$ cat src/rtl/exec_pkg.sv
// Shared definitions for the execution controller: opcodes, FSM states,
// instruction field positions and a decode helper.
package exec_pkg;

    localparam int DEF_DATA_W = 8;
    localparam int DEF_ADDR_W = 3;
    localparam int INSTR_W    = 16;
    localparam int REG_IDX_W  = 3;
    localparam int IMM_W      = 8;

    // Instruction field bit positions
    localparam int OP_MSB  = 15;
    localparam int OP_LSB  = 13;
    localparam int RD_MSB  = 12;
    localparam int RD_LSB  = 10;
    localparam int RS1_MSB = 9;
    localparam int RS1_LSB = 7;
    localparam int RS2_MSB = 6;
    localparam int RS2_LSB = 4;
    localparam int IMM_MSB = 7;
    localparam int IMM_LSB = 0;

    typedef enum logic [2:0] {
        OP_NOP = 3'b000,
        OP_ADD = 3'b001,
        OP_SUB = 3'b010,
        OP_AND = 3'b011,
        OP_OR  = 3'b100,
        OP_XOR = 3'b101,
        OP_LDI = 3'b110,
        OP_MOV = 3'b111
    } opcode_e;

    typedef enum logic [1:0] {
        ST_IDLE = 2'd0,
        ST_READ = 2'd1,
        ST_EXEC = 2'd2,
        ST_WB   = 2'd3
    } state_e;

    typedef struct packed {
        opcode_e              op;
        logic [REG_IDX_W-1:0] rd;
        logic [REG_IDX_W-1:0] rs1;
        logic [REG_IDX_W-1:0] rs2;
        logic [IMM_W-1:0]     imm;
    } instr_t;

    // Split a raw instruction word into its fields (imm8 overlaps rs1/rs2).
    function automatic instr_t decode_instr(input logic [INSTR_W-1:0] w);
        instr_t d;
        d.op  = opcode_e'(w[OP_MSB:OP_LSB]);
        d.rd  = w[RD_MSB:RD_LSB];
        d.rs1 = w[RS1_MSB:RS1_LSB];
        d.rs2 = w[RS2_MSB:RS2_LSB];
        d.imm = w[IMM_MSB:IMM_LSB];
        return d;
    endfunction

    // Only the arithmetic/logic opcodes update ZERO/CARRY.
    function automatic logic op_sets_flags(input opcode_e op);
        return op inside {OP_ADD, OP_SUB, OP_AND, OP_OR, OP_XOR};
    endfunction

endpackage

$ cat src/rtl/exec_if.sv
// Instruction handshake, register-file ports and status flags of the controller.
interface exec_if import exec_pkg::*; #(
    parameter int DATA_W = DEF_DATA_W,
    parameter int ADDR_W = DEF_ADDR_W
) ();

    logic               INSTR_VALID;
    logic [INSTR_W-1:0] INSTR;
    logic               INSTR_READY;
    logic [ADDR_W-1:0]  READ_REG1;
    logic [ADDR_W-1:0]  READ_REG2;
    logic [DATA_W-1:0]  DATA1;
    logic [DATA_W-1:0]  DATA2;
    logic [ADDR_W-1:0]  WRITE_REG;
    logic [DATA_W-1:0]  WRITE_DATA;
    logic               REG_WRITE;
    logic               ZERO_FLAG;
    logic               CARRY_FLAG;
    logic               BUSY;

    // Controller side
    modport master (
        input  INSTR_VALID, INSTR, DATA1, DATA2,
        output INSTR_READY, READ_REG1, READ_REG2, WRITE_REG, WRITE_DATA,
               REG_WRITE, ZERO_FLAG, CARRY_FLAG, BUSY
    );

    // Instruction source / register file side
    modport slave (
        output INSTR_VALID, INSTR, DATA1, DATA2,
        input  INSTR_READY, READ_REG1, READ_REG2, WRITE_REG, WRITE_DATA,
               REG_WRITE, ZERO_FLAG, CARRY_FLAG, BUSY
    );

endinterface

$ cat src/rtl/alu8.sv
// Purely combinational 8-bit ALU: result plus zero/carry for every opcode.
module alu8 import exec_pkg::*; (
    input  opcode_e    op,
    input  logic [7:0] a,
    input  logic [7:0] b,
    output logic [7:0] result,
    output logic       zero,
    output logic       carry
);

    logic [8:0] sum9;
    logic [8:0] diff9;

    // Opcode decode into result/carry; bit 8 of the 9-bit difference is the borrow
    always_comb begin
        // NOTE: every output gets a default first so no path can infer a latch.
        result = '0;
        carry  = 1'b0;
        sum9   = {1'b0, a} + {1'b0, b};
        diff9  = {1'b0, a} - {1'b0, b};
        case (op)
            OP_ADD: begin result = sum9[7:0];  carry = sum9[8];  end
            OP_SUB: begin result = diff9[7:0]; carry = diff9[8]; end
            OP_AND: result = a & b;
            OP_OR:  result = a | b;
            OP_XOR: result = a ^ b;
            OP_LDI: result = b;
            OP_MOV: result = a;
            default: result = '0;
        endcase
        zero = (result == 8'd0);
    end

endmodule

$ cat src/rtl/exec_controller.sv
// Four-state instruction executor: fetch handshake, operand read, ALU, write-back.
module exec_controller import exec_pkg::*; #(
    parameter int DATA_W = DEF_DATA_W,
    parameter int ADDR_W = DEF_ADDR_W
) (
    input  logic  CLK,
    input  logic  RST_N,
    exec_if.master bus
);

    state_e            state;
    state_e            state_nxt;
    logic [INSTR_W-1:0] ir;
    instr_t            dec;
    logic [DATA_W-1:0] op_a;
    logic [DATA_W-1:0] op_b;
    logic [DATA_W-1:0] alu_b;
    logic [DATA_W-1:0] alu_result;
    logic              alu_zero;
    logic              alu_carry;
    logic [DATA_W-1:0] result;
    logic [ADDR_W-1:0] write_reg;
    logic              reg_write;
    logic              zero_flag;
    logic              carry_flag;

    // Field view of the latched instruction; LDI routes imm8 into the ALU b input
    always_comb begin
        dec   = decode_instr(ir);
        alu_b = (dec.op == OP_LDI) ? dec.imm : op_b;
    end

    alu8 u_alu (
        .op     (dec.op),
        .a      (op_a),
        .b      (alu_b),
        .result (alu_result),
        .zero   (alu_zero),
        .carry  (alu_carry)
    );

    // State register with synchronous active-low reset
    always_ff @(posedge CLK) begin
        // NOTE: sequential state uses non-blocking (<=) so all flops sample pre-edge values.
        if (!RST_N) state <= ST_IDLE;
        else        state <= state_nxt;
    end

    // Next-state: wait in IDLE for a valid instruction, then a fixed 4-cycle walk
    always_comb begin
        state_nxt = state;
        unique case (state)
            ST_IDLE: if (bus.INSTR_VALID) state_nxt = ST_READ;
            ST_READ: state_nxt = ST_EXEC;
            ST_EXEC: state_nxt = ST_WB;
            ST_WB:   state_nxt = ST_IDLE;
        endcase
    end

    // Datapath registers: IR in IDLE, operands in READ, result/flags/write strobe in EXEC
    always_ff @(posedge CLK) begin
        if (!RST_N) begin
            ir         <= '0;
            op_a       <= '0;
            op_b       <= '0;
            result     <= '0;
            write_reg  <= '0;
            reg_write  <= 1'b0;
            zero_flag  <= 1'b0;
            carry_flag <= 1'b0;
        end else begin
            // Write strobe is a single-cycle pulse covering the WB state only
            reg_write <= 1'b0;
            case (state)
                ST_IDLE: if (bus.INSTR_VALID) ir <= bus.INSTR;
                ST_READ: begin
                    op_a <= bus.DATA1;
                    op_b <= bus.DATA2;
                end
                ST_EXEC: begin
                    result    <= alu_result;
                    write_reg <= dec.rd;
                    reg_write <= (dec.op != OP_NOP);
                    if (op_sets_flags(dec.op)) begin
                        zero_flag  <= alu_zero;
                        carry_flag <= alu_carry;
                    end
                end
                default: ;
            endcase
        end
    end

    // Outputs: handshake/status from the state, everything else straight from registers
    always_comb begin
        bus.INSTR_READY = (state == ST_IDLE);
        bus.BUSY        = (state != ST_IDLE);
        bus.READ_REG1   = dec.rs1;
        bus.READ_REG2   = dec.rs2;
        bus.WRITE_REG   = write_reg;
        bus.WRITE_DATA  = result;
        bus.REG_WRITE   = reg_write;
        bus.ZERO_FLAG   = zero_flag;
        bus.CARRY_FLAG  = carry_flag;
    end

endmodule

$ cat src/flat_wrapper.sv
// flat-port wrapper written by rule: the top's interface ports become plain ports
module exec_controller_flat import exec_pkg::*;
#(
    parameter int DATA_W = DEF_DATA_W,
    parameter int ADDR_W = DEF_ADDR_W
)
  (CLK, RST_N, bus_INSTR_VALID, bus_INSTR, bus_DATA1, bus_DATA2, bus_INSTR_READY, bus_READ_REG1, bus_READ_REG2, bus_WRITE_REG, bus_WRITE_DATA, bus_REG_WRITE, bus_ZERO_FLAG, bus_CARRY_FLAG, bus_BUSY);
  exec_if #(.DATA_W(DATA_W), .ADDR_W(ADDR_W)) bus_i ();
  input  logic CLK;
  input  logic RST_N;
  input wire logic [$bits(bus_i.INSTR_VALID)-1:0] bus_INSTR_VALID;
  input wire logic [$bits(bus_i.INSTR)-1:0] bus_INSTR;
  input wire logic [$bits(bus_i.DATA1)-1:0] bus_DATA1;
  input wire logic [$bits(bus_i.DATA2)-1:0] bus_DATA2;
  output wire logic [$bits(bus_i.INSTR_READY)-1:0] bus_INSTR_READY;
  output wire logic [$bits(bus_i.READ_REG1)-1:0] bus_READ_REG1;
  output wire logic [$bits(bus_i.READ_REG2)-1:0] bus_READ_REG2;
  output wire logic [$bits(bus_i.WRITE_REG)-1:0] bus_WRITE_REG;
  output wire logic [$bits(bus_i.WRITE_DATA)-1:0] bus_WRITE_DATA;
  output wire logic [$bits(bus_i.REG_WRITE)-1:0] bus_REG_WRITE;
  output wire logic [$bits(bus_i.ZERO_FLAG)-1:0] bus_ZERO_FLAG;
  output wire logic [$bits(bus_i.CARRY_FLAG)-1:0] bus_CARRY_FLAG;
  output wire logic [$bits(bus_i.BUSY)-1:0] bus_BUSY;
  assign bus_i.INSTR_VALID = bus_INSTR_VALID;
  assign bus_i.INSTR = bus_INSTR;
  assign bus_i.DATA1 = bus_DATA1;
  assign bus_i.DATA2 = bus_DATA2;
  assign bus_INSTR_READY = bus_i.INSTR_READY;
  assign bus_READ_REG1 = bus_i.READ_REG1;
  assign bus_READ_REG2 = bus_i.READ_REG2;
  assign bus_WRITE_REG = bus_i.WRITE_REG;
  assign bus_WRITE_DATA = bus_i.WRITE_DATA;
  assign bus_REG_WRITE = bus_i.REG_WRITE;
  assign bus_ZERO_FLAG = bus_i.ZERO_FLAG;
  assign bus_CARRY_FLAG = bus_i.CARRY_FLAG;
  assign bus_BUSY = bus_i.BUSY;
  exec_controller #(.DATA_W(DATA_W), .ADDR_W(ADDR_W)) u_core (.CLK(CLK), .RST_N(RST_N), .bus(bus_i));
endmodule
$ cat config.mk
export PLATFORM = sky130hd
export DESIGN_NAME = exec_controller_flat
export DESIGN_NICKNAME = d
export VERILOG_FILES = /design/src/rtl/exec_pkg.sv /design/src/rtl/exec_if.sv /design/src/rtl/alu8.sv /design/src/rtl/exec_controller.sv /design/src/flat_wrapper.sv
export SDC_FILE = /design/constraint.sdc
export NUM_CORES = 1
export LEC_CHECK = 0
export ABC_AREA = 1
export CAP_MARGIN = 25
export CORE_MARGIN = 2
export CORE_UTILIZATION = 62
export DETAILED_ROUTE_END_ITERATION = 10
export DONT_BUFFER_PORTS = 1
export PLACE_DENSITY = 0.78
export SLEW_MARGIN = 25
export SYNTH_ARGS = -nofsm -noshare
export SYNTH_HDL_FRONTEND = slang
export SYNTH_SLANG_ARGS = --single-unit
$ cat constraint.sdc
create_clock -name CLK -period 6.4 [get_ports CLK]
set_input_delay 1.28 -clock CLK [delete_from_list [all_inputs] [get_ports CLK]]
set_output_delay 1.28 -clock CLK [all_outputs]
set_load 0.05 [all_outputs]
==> qor.yml <==
tns_ns: 0
syn_area_per_cell_sq_um: 6.46
ctsResizeCount: 0
synth_seq_cells: 48
max_stage_delay_ns: 0.53
n_antenna_cell: 0
synth_nets: 554
final_util_pct: 64.4
relSlewSlack_pct: 53.1
final_cells: 544
cts_max_level: 2
drt_iter0_markers: 149
fp.dieW_um: 75.5
synth_warnings: 0
post_cts_buffers: 0
yosysSeqAreaShare_pct: 30.4
port_buffers: 0
status: "complete, no violations"
std_cell_rows: 26
syn_inst: 490
endpoint_kind: "output port"
gp_congestion: 0.948
crit_path_max_fanout: 3
fin_crit_sh_pct: 45.9
via_per_inst: 5.39
crit_buf_inv: 2
total_power_mw: 1.72
arrival_ns: 1.66
wl_um: 7420
drive_gt1_share_pct: 4.64
cts.sinks: 48
globalRouteOverflowTotal: 0
syn_to_final_growth_pct: 1.90
ys_types: 28
cts_tree: "yes"
crit_chain: "inv_1 -> ha_1 -> inv_1"
root_buffer: "clkbuf_8"
hp-class: "flip-flop to flip-flop"
nets: 537
ios: 57
grt_pass1_vias: 2574
hold_viol: 0
leakagePower_nw: 1.60
core_sq_um: 5010
grt_usage_pct: 27.7
slowest_stage: "ha_1"
dpl.hpwl_um: 5830
vias: 2931
antenna_left: 0
p_per_area_nw_per_um2: 535
tritoncts.num_buffers: 5
hold_ws_ns: 0.499
wire_per_inst_um: 13.6
finalClockSkew_ns: 0.0116
drv_slew: 0
crit_type: "flip-flop to output port"
worst_pin_slew_ns: 0.703
start_util_pct: 63.2
clkLatencyLatePin_ns: 0.30
dr.pass1.iters: 5
required_ns: 5.12
clock.fmax_ghz: 0.340
grt_pass1_wl_um: 12000
grt_max_degree: 46
n_fill_cell: 508
cts.clk_slew.worst_paths_ns: 0.09
hold_buffers: 0
ir_drop_v: 0.000321
synth_area_sq_um: 3170
drv_cap: 0
critPathLaunchType: "flip-flop"
setup_viol: 0
cts_buffer_depth: 2
dieArea_sq_um: 5690
critPathTopFamily: "adder cells"
cpMostUsedCell: "inv_1"
die_h_um: 75.5
antenna_found_initial: 0
fin_crit_ns: 2.94
remaining_drc_errors: 0
rsz0062_at_grt: "false"
place_inst: 536
-- metal layers --
layer / wire length [um] / vias up / part of all wire [%] / global-route usage (%)
met3: 442 / 12 / 6.0 / 6.08
met5: 0 / - / 0 / 0
met2: 3370 / 81 / 45 / 43.2
li1: - / 1513 / - / -
met4: 120 / 0 / 1.6 / 8.97
met1: 3490 / 1325 / 47 / 38.2
-- Yosys cell counts --
cell type  number  area (sq um)
dfxtp_1        48           961
o21a_1          1          7.51
buf_2           3          15.0
inv_1          60           225
nand3_2         2          20.0
o21bai_1        1          7.51
nor3_2          1          10.0
nand2_2         1          6.26
o211ai_1        3          22.5
or2_2           1          6.26
inv_4           1          6.26
o21ai_0        46           230
nor2_1         83           312
a21oi_1        28           140
nor3_1          3          15.0
nand3_1        34           170
inv_2           3          11.3
nor2_2          5          31.3
clkbuf_1       12          45.0
fa_1            2          40.0
buf_4           7          52.6
nand4_1         6          37.5
nand2_1       106           398
a221oi_1        1          8.76
nand3b_1        2          15.0
ha_1           27           338
nand2_4         1          11.3
buf_6           2          22.5
-- worst paths after layout --
path                   start                   end  slack [ns]  cells after the start
max          u_core.state[0]              bus_BUSY        3.46                      3
max reg2reg    u_core.ir[15]  u_core.bus.ZERO_FLAG        3.55                     14
min reg2reg     u_core.ir[1]          u_core.ir[1]        0.50                      2
min             u_core.ir[1]          u_core.ir[1]        0.50                      2
-- registers in the layout, indices dropped and copies added (netlist names) --
signal / cells
u_core.op_a: 8
u_core.bus.ZERO_FLAG: 1
u_core.bus.WRITE_REG: 3
u_core.bus.WRITE_DATA: 8
u_core.ir: 16
u_core.bus.REG_WRITE: 1
u_core.state: 2
u_core.op_b: 8
u_core.bus.CARRY_FLAG: 1
-- cells by family (layout without fill, tap and decap cells) --
logic type / Yosys count / in the layout / share of synthesized area [%]
AOI/OAI and AO/OA: 80 / 80 / 13.2
DFF: 48 / 48 / 30.4
buffers and inverters: 88 / 72 / 11.9
and+or+nand+nor: 245 / 245 / 32.6
adders and majority gates: 29 / 29 / 11.9
-- cell type report --
cell class / instances / area (sq um) / area share (%)
flip-flops and latches: 48 / 961 / 29.8
clock buffers: 6 / 72.6 / 2.25
inverters: 64 / 243 / 7.53
clock inverters: 2 / 35.0 / 1.09
multi-input cells: 354 / 1830 / 56.6
well taps: 70 / 87.6 / 2.72
-- through the flow --
stage | instance area (sq um) | setup slack, ns
final | 3230 | 3.46
after detailed placement | 3120 | 3.60
after floorplan | 3170 | 3.88
after global placement | 3120 | 3.66
after CTS | 3230 | 3.44
after global routing | 3230 | 3.09
-- placed cells by master, fill, tap and decap left out, drive strengths merged --
master	count
or2	1
o211ai	3
a221oi	1
o21a	1
nor3	4
dfxtp	48
ha	27
nand3	36
nand3b	2
o21bai	1
nand2	108
nor2	88
inv	64
clkinv	1
a21oi	28
fa	2
bufinv	1
clkbuf	6
nand4	6
o21ai	46
-- where the power goes --
group | leakage, nW | internal, mW | total [mW] | switching (mW)
clock | 0.0552 | 0.116 | 0.216 | 0.0998
combinational | 1.15 | 0.273 | 0.874 | 0.601
sequential | 0.395 | 0.405 | 0.635 | 0.230
-- worst reg2reg max path: stages, from the launching register on --
cell     delay [ns]
dfxtp_1        0.59
nand2_2        0.13
nor2_2         0.22
inv_2          0.13
a21oi_1        0.29
inv_1          0.08
ha_1           0.44
inv_1          0.14
a21oi_1        0.18
nand3_1        0.10
nand3_1        0.09
nand3_1        0.12
nor2_1         0.12
nand3_1        0.07
a21oi_1        0.11
Note: power is estimated with default switching activity, not from simulation.
==> edit 1, RTL diff (same flow settings) <==
Make the reset (`RST_N`) asynchronous in 2 clocked blocks. Comments in the files are not updated.
--- a/src/rtl/exec_controller.sv
+++ b/src/rtl/exec_controller.sv
@@ -42,3 +42,3 @@
     // State register with synchronous active-low reset
-    always_ff @(posedge CLK) begin
+    always_ff @(posedge CLK or negedge RST_N) begin
         // NOTE: sequential state uses non-blocking (<=) so all flops sample pre-edge values.
@@ -60,3 +60,3 @@
     // Datapath registers: IR in IDLE, operands in READ, result/flags/write strobe in EXEC
-    always_ff @(posedge CLK) begin
+    always_ff @(posedge CLK or negedge RST_N) begin
         if (!RST_N) begin
Check against the original RTL: differs if RST_N is asserted again (counterexample within 4 cycles, from zero or initial values and one cycle with RST_N low); with RST_N held inactive, the same outputs for 10 cycles.
==> edit 1 against the unedited design <==
Setup slack got worse by 310 ps; routed wire length is 1.6% higher; clock skew is 4.4 ps higher; area after synthesis is 7.0% higher; count of clock-buffer cells in the layout unchanged; final area rose by 6.1%; sequential cell count stayed put; first-iteration DRC count is 4.0% higher; critical path type is now reg2reg; critical endpoint is now u_core.bus.ZERO_FLAG.
Power is not shown: default switching activity piles up to over one toggle a cycle in this logic, so the estimate is an artifact.
==> edit 1: results (changes against the unedited design) <==
- Router iterations before antenna repair: 4 (-1)
- Initial DRC Count: 155 (+4.0%)
- Post-Synth XOR/XNOR Area: 0.2587% (+0.26 points)
- Routed WL: 7541 microns (+1.6%)
- Async SR Flop Fraction: 100.0% (+100 points)
- Initial antenna violation count: 0 (unchanged)
- Outcome: completed
- Top cells by count, synth: nand2_1, inv_1, dfrtp_1
- Syn Area/Cell: 7.574 sq um (+17%)
- Worst-path maximum fanout: 20 (+17)
- Vias/cell: 5.525 (+2.5%)
- Final nets: 496 (-7.6%)
- Post-synth cell types: 31 (+11%)
- Compound-gate portion of the synthesized area: 7.206% (-6.0 points)
- First-pass GRT wire length: 12990 microns (+8.2%)
- ANT cells: 0 (unchanged)
- Layout Skew: 15.97 ps (+4.369 ps)
- Critical Path AT: 3500 ps (+1840 ps)
- Syn Nets: 511 (-7.8%)
- Post-synthesis adder-cell area fraction: 11.16% (-0.78 points)
- Via count: 2779 (-5.2%)
- Sequential-to-total area share from yosys stat: 35.48% (+5.1 points)
- Tot GR Track Use: 27.37% (-0.31 points)
- Gpl congestion: 0.9128 (-3.7%)
- Dpl cells: 495 (-7.6%)
- Largest net degree at the start of global routing: 49 (+6.5%)
- Vias in the first global route: 2725 (+5.9%)
- Synth top area cells: dfrtp_1, nand2_1, ha_1
- Post-synthesis mux area share: 4.324% (+4.3 points)
- CP peak stage delay: 870 ps (+340 ps)
edit 1: through the flow:
| step | instance area (sq um) | setup WS [ps] | util [%] | hold slack (ps) |
|---|---|---|---|---|
| floorplan | 3386 | 3804 | - | 444.4 |
| global placement | 3326 | 3337 | 64.30 | 453.2 |
| detailed placement | 3326 | 3217 | 64.30 | 461.9 |
| CTS | 3422 | 3187 | 66.16 | 482.9 |
| global route | 3422 | 2862 | 66.16 | 518.7 |
| finish | 3422 | 3149 | 66.16 | 480.0 |
edit 1: final cells by class:
cell class	count	area [sq um]
Clock buffer	6	82.58
Clock inverter	2	13.76
Fill cell	465	1750
Inverter	61	231.5
Multi-Input combinational cell	316	1805
Sequential cell	48	1201
Tap cell	70	87.58
edit 1: cell families (layout without fill, tap and decap cells):
logic type	Yosys count	after routing
and+or+nand+nor	226	226
buffers and inverters	83	69
DFF	48	48
AOI/OAI and AO/OA	47	47
adders and majority gates	29	29
muxes	13	13
xor gates and xnor gates	1	1
edit 1: worst register-to-register path: stages (launching register included):
cell and delay (ps):
dfrtp_1 870, nand3_4 290, a21oi_1 530, inv_1 170, fa_1 490, nor2_1 110
nor2_1 50, nand2_1 50, nand3_1 70, nor2_1 150, nand2_1 70, nor2_1 90
nand2_1 50, nor2_1 80, nand2_1 50, nand2_1 50
edit 1: worst paths after layout:
check                               from                       to  slack (ps)  depth (start not counted)
setup / recovery           u_core.ir[15]     u_core.bus.ZERO_FLAG        3150                         15
hold / removal             u_core.ir[12]  u_core.bus.WRITE_REG[2]         480                          2
setup reg to reg           u_core.ir[15]     u_core.bus.ZERO_FLAG        3150                         15
hold reg to reg            u_core.ir[12]  u_core.bus.WRITE_REG[2]         480                          2
max in group asynchronous          RST_N            u_core.ir[12]        5630                          0
min in group asynchronous          RST_N           u_core.op_a[1]         640                          0
edit 1: metal layers:
metal	part of all wire [%]	GRT usage [%]
met3	7.2	4.535
met4	1.9	9.825
met2	46	44.05
met5	0	0
met1	45	37.46
==> edit 2, RTL diff (config.mk and constraints unchanged) <==
Made on the original files. The 4 states of `state_e` get a one-hot encoding in 4 bits.
--- a/src/rtl/exec_pkg.sv
+++ b/src/rtl/exec_pkg.sv
@@ -33,7 +33,7 @@
 
-    typedef enum logic [1:0] {
-        ST_IDLE = 2'd0,
-        ST_READ = 2'd1,
-        ST_EXEC = 2'd2,
-        ST_WB   = 2'd3
+    typedef enum logic [3:0] {
+        ST_IDLE = 4'b0001,
+        ST_READ = 4'b0010,
+        ST_EXEC = 4'b0100,
+        ST_WB   = 4'b1000
     } state_e;
Behaviour: no difference found for any inputs over 10 cycles, from zero or initial values and one cycle with RST_N low; not proved beyond that.
==> edit 2 against the unedited design <==
Routed wire length is 9.9% higher; setup slack worse by 290 ps; synthesized cell count is 0.82% lower; sequential cell count is 2 higher; area after synthesis is 3.4% higher; final area is 2.4% higher; first-iteration DRC count is 95% higher; critical path depth is 9 higher; cell count is 0.74% lower; critical endpoint is now u_core.bus.ZERO_FLAG.
Power is not compared: it rests on default switching activity, and its combinational part moved more than twofold at a synthesized area within 25%.
==> edit 2: results (changes against the unedited design) <==
- HP Start: u_core.ir[11]
- Tot GR Track Use: 29.47% (+1.8 points)
- CP peak stage delay: 860 ps (+330 ps)
- Via count: 3063 (+4.5%)
- Layout cells sized above 1: 6.596% (+2.0 points)
- Worst-path maximum fanout: 16 (+13)
- H-tree levels: 2 (unchanged)
- First-pass GRT wire length: 13960 microns (+16%)
- Leakage: ~1.5 nW
- Worst-path clk slew: 90 ps (about the same)
- Post-synth cell types: 33 (+18%)
- Gpl congestion: 0.9317 (-1.7%)
- Input/output buffers: 0 (unchanged)
- Root Driver: clkbuf_8
- Largest delay contributor family on the critical path: simple AND/OR/NAND/NOR gates
- Syn Nets: 547 (-1.3%)
- Sequential-to-total area share from yosys stat: 30.58% (+0.23 points)
- Ys flop type: dfxtp_1
- Largest net degree at the start of global routing: 37 (-20%)
- Post-DP HPWL: 6229 microns (+6.8%)
- Final nets: 530 (-1.3%)
- Top cells by count, synth: nand2_1, inv_1, nand3_1
- Crit path from: u_core.ir[15]
- CP max-delay cell: dfxtp_1
- ANT cells: 0 (unchanged)
- Vias in the first global route: 2918 (+13%)
- Routed WL: 8158 microns (+9.9%)
- Initial DRC Count: 290 (+95%)
- Yosys warnings: 0 (unchanged)
- Slew HR: 45.87% (-7.2 points)
- Layout Skew: 4.834 ps (-6.770 ps)
- Post-CTS Setup Inserts: 0 (unchanged)
- Synth top area cells: dfxtp_1, nand2_1, ha_1
- Outcome: completed
- Initial antenna violation count: 0 (unchanged)
- Critical Path AT: 3490 ps (+1830 ps)
-- edit 2: cell count changes after synthesis, moves of 8 or more --
cell	change
nor2_1	-30
o21ai_0	-10
a21oi_1	+8
nand3_1	+23
-- edit 2: kinds of logic (layout without fill, tap and decap cells) --
family	Yosys count	count (layout)	synth area share, %
AOI/OAI and AO/OA	77	77	12.08
DFF	50	50	30.58
adders and majority gates	26	26	10.40
xor gates and xnor gates	1	1	0.2676
buffers and inverters	87	71	12.19
and+or+nand+nor	245	245	34.48
-- edit 2: layer usage --
layer | routed length (microns) | GRT usage [%] | vias to the layer above | part of all wire, %
met1 | 3640 | 41.42 | 1394 | 45
met2 | 3667 | 46.14 | 137 | 45
met3 | 711 | 4.941 | 13 | 8.7
met5 | 0 | 0 | - | 0
met4 | 138 | 9.636 | 0 | 1.7
li1 | - | - | 1519 | -
-- edit 2: worst paths after layout --
kind	end	slack [ps]	cells after the start
max reg2reg	u_core.bus.ZERO_FLAG	3170	12
min	u_core.ir[11]	450	2
max	u_core.bus.ZERO_FLAG	3170	12
min reg2reg	u_core.ir[11]	450	2
-- edit 2: worst min-delay path, cell delays in order, from the launching register on --
cell,delay [ps]
dfxtp_1,310
inv_1,50
a21oi_1,50
-- edit 2: metrics by stage --
step	cells	power, W	area [sq um]	worst slack (ps)
final	540	0.0007419	3302	3165
after global routing	540	0.0007864	3302	2791
after CTS	540	0.0007407	3297	3182
after detailed placement	532	0.0005499	3206	3245
after global placement	532	0.0005484	3206	3256
after floorplan	486	0.0005206	3273	3772
-- edit 2: area by class of cell --
type	count	area [sq um]
inverter	63	244.0
fill	509	1805
sequential	50	1001
clock buffer	5	68.82
tap	70	87.58
multi-input combinational	349	1878
clock inverter	3	22.52
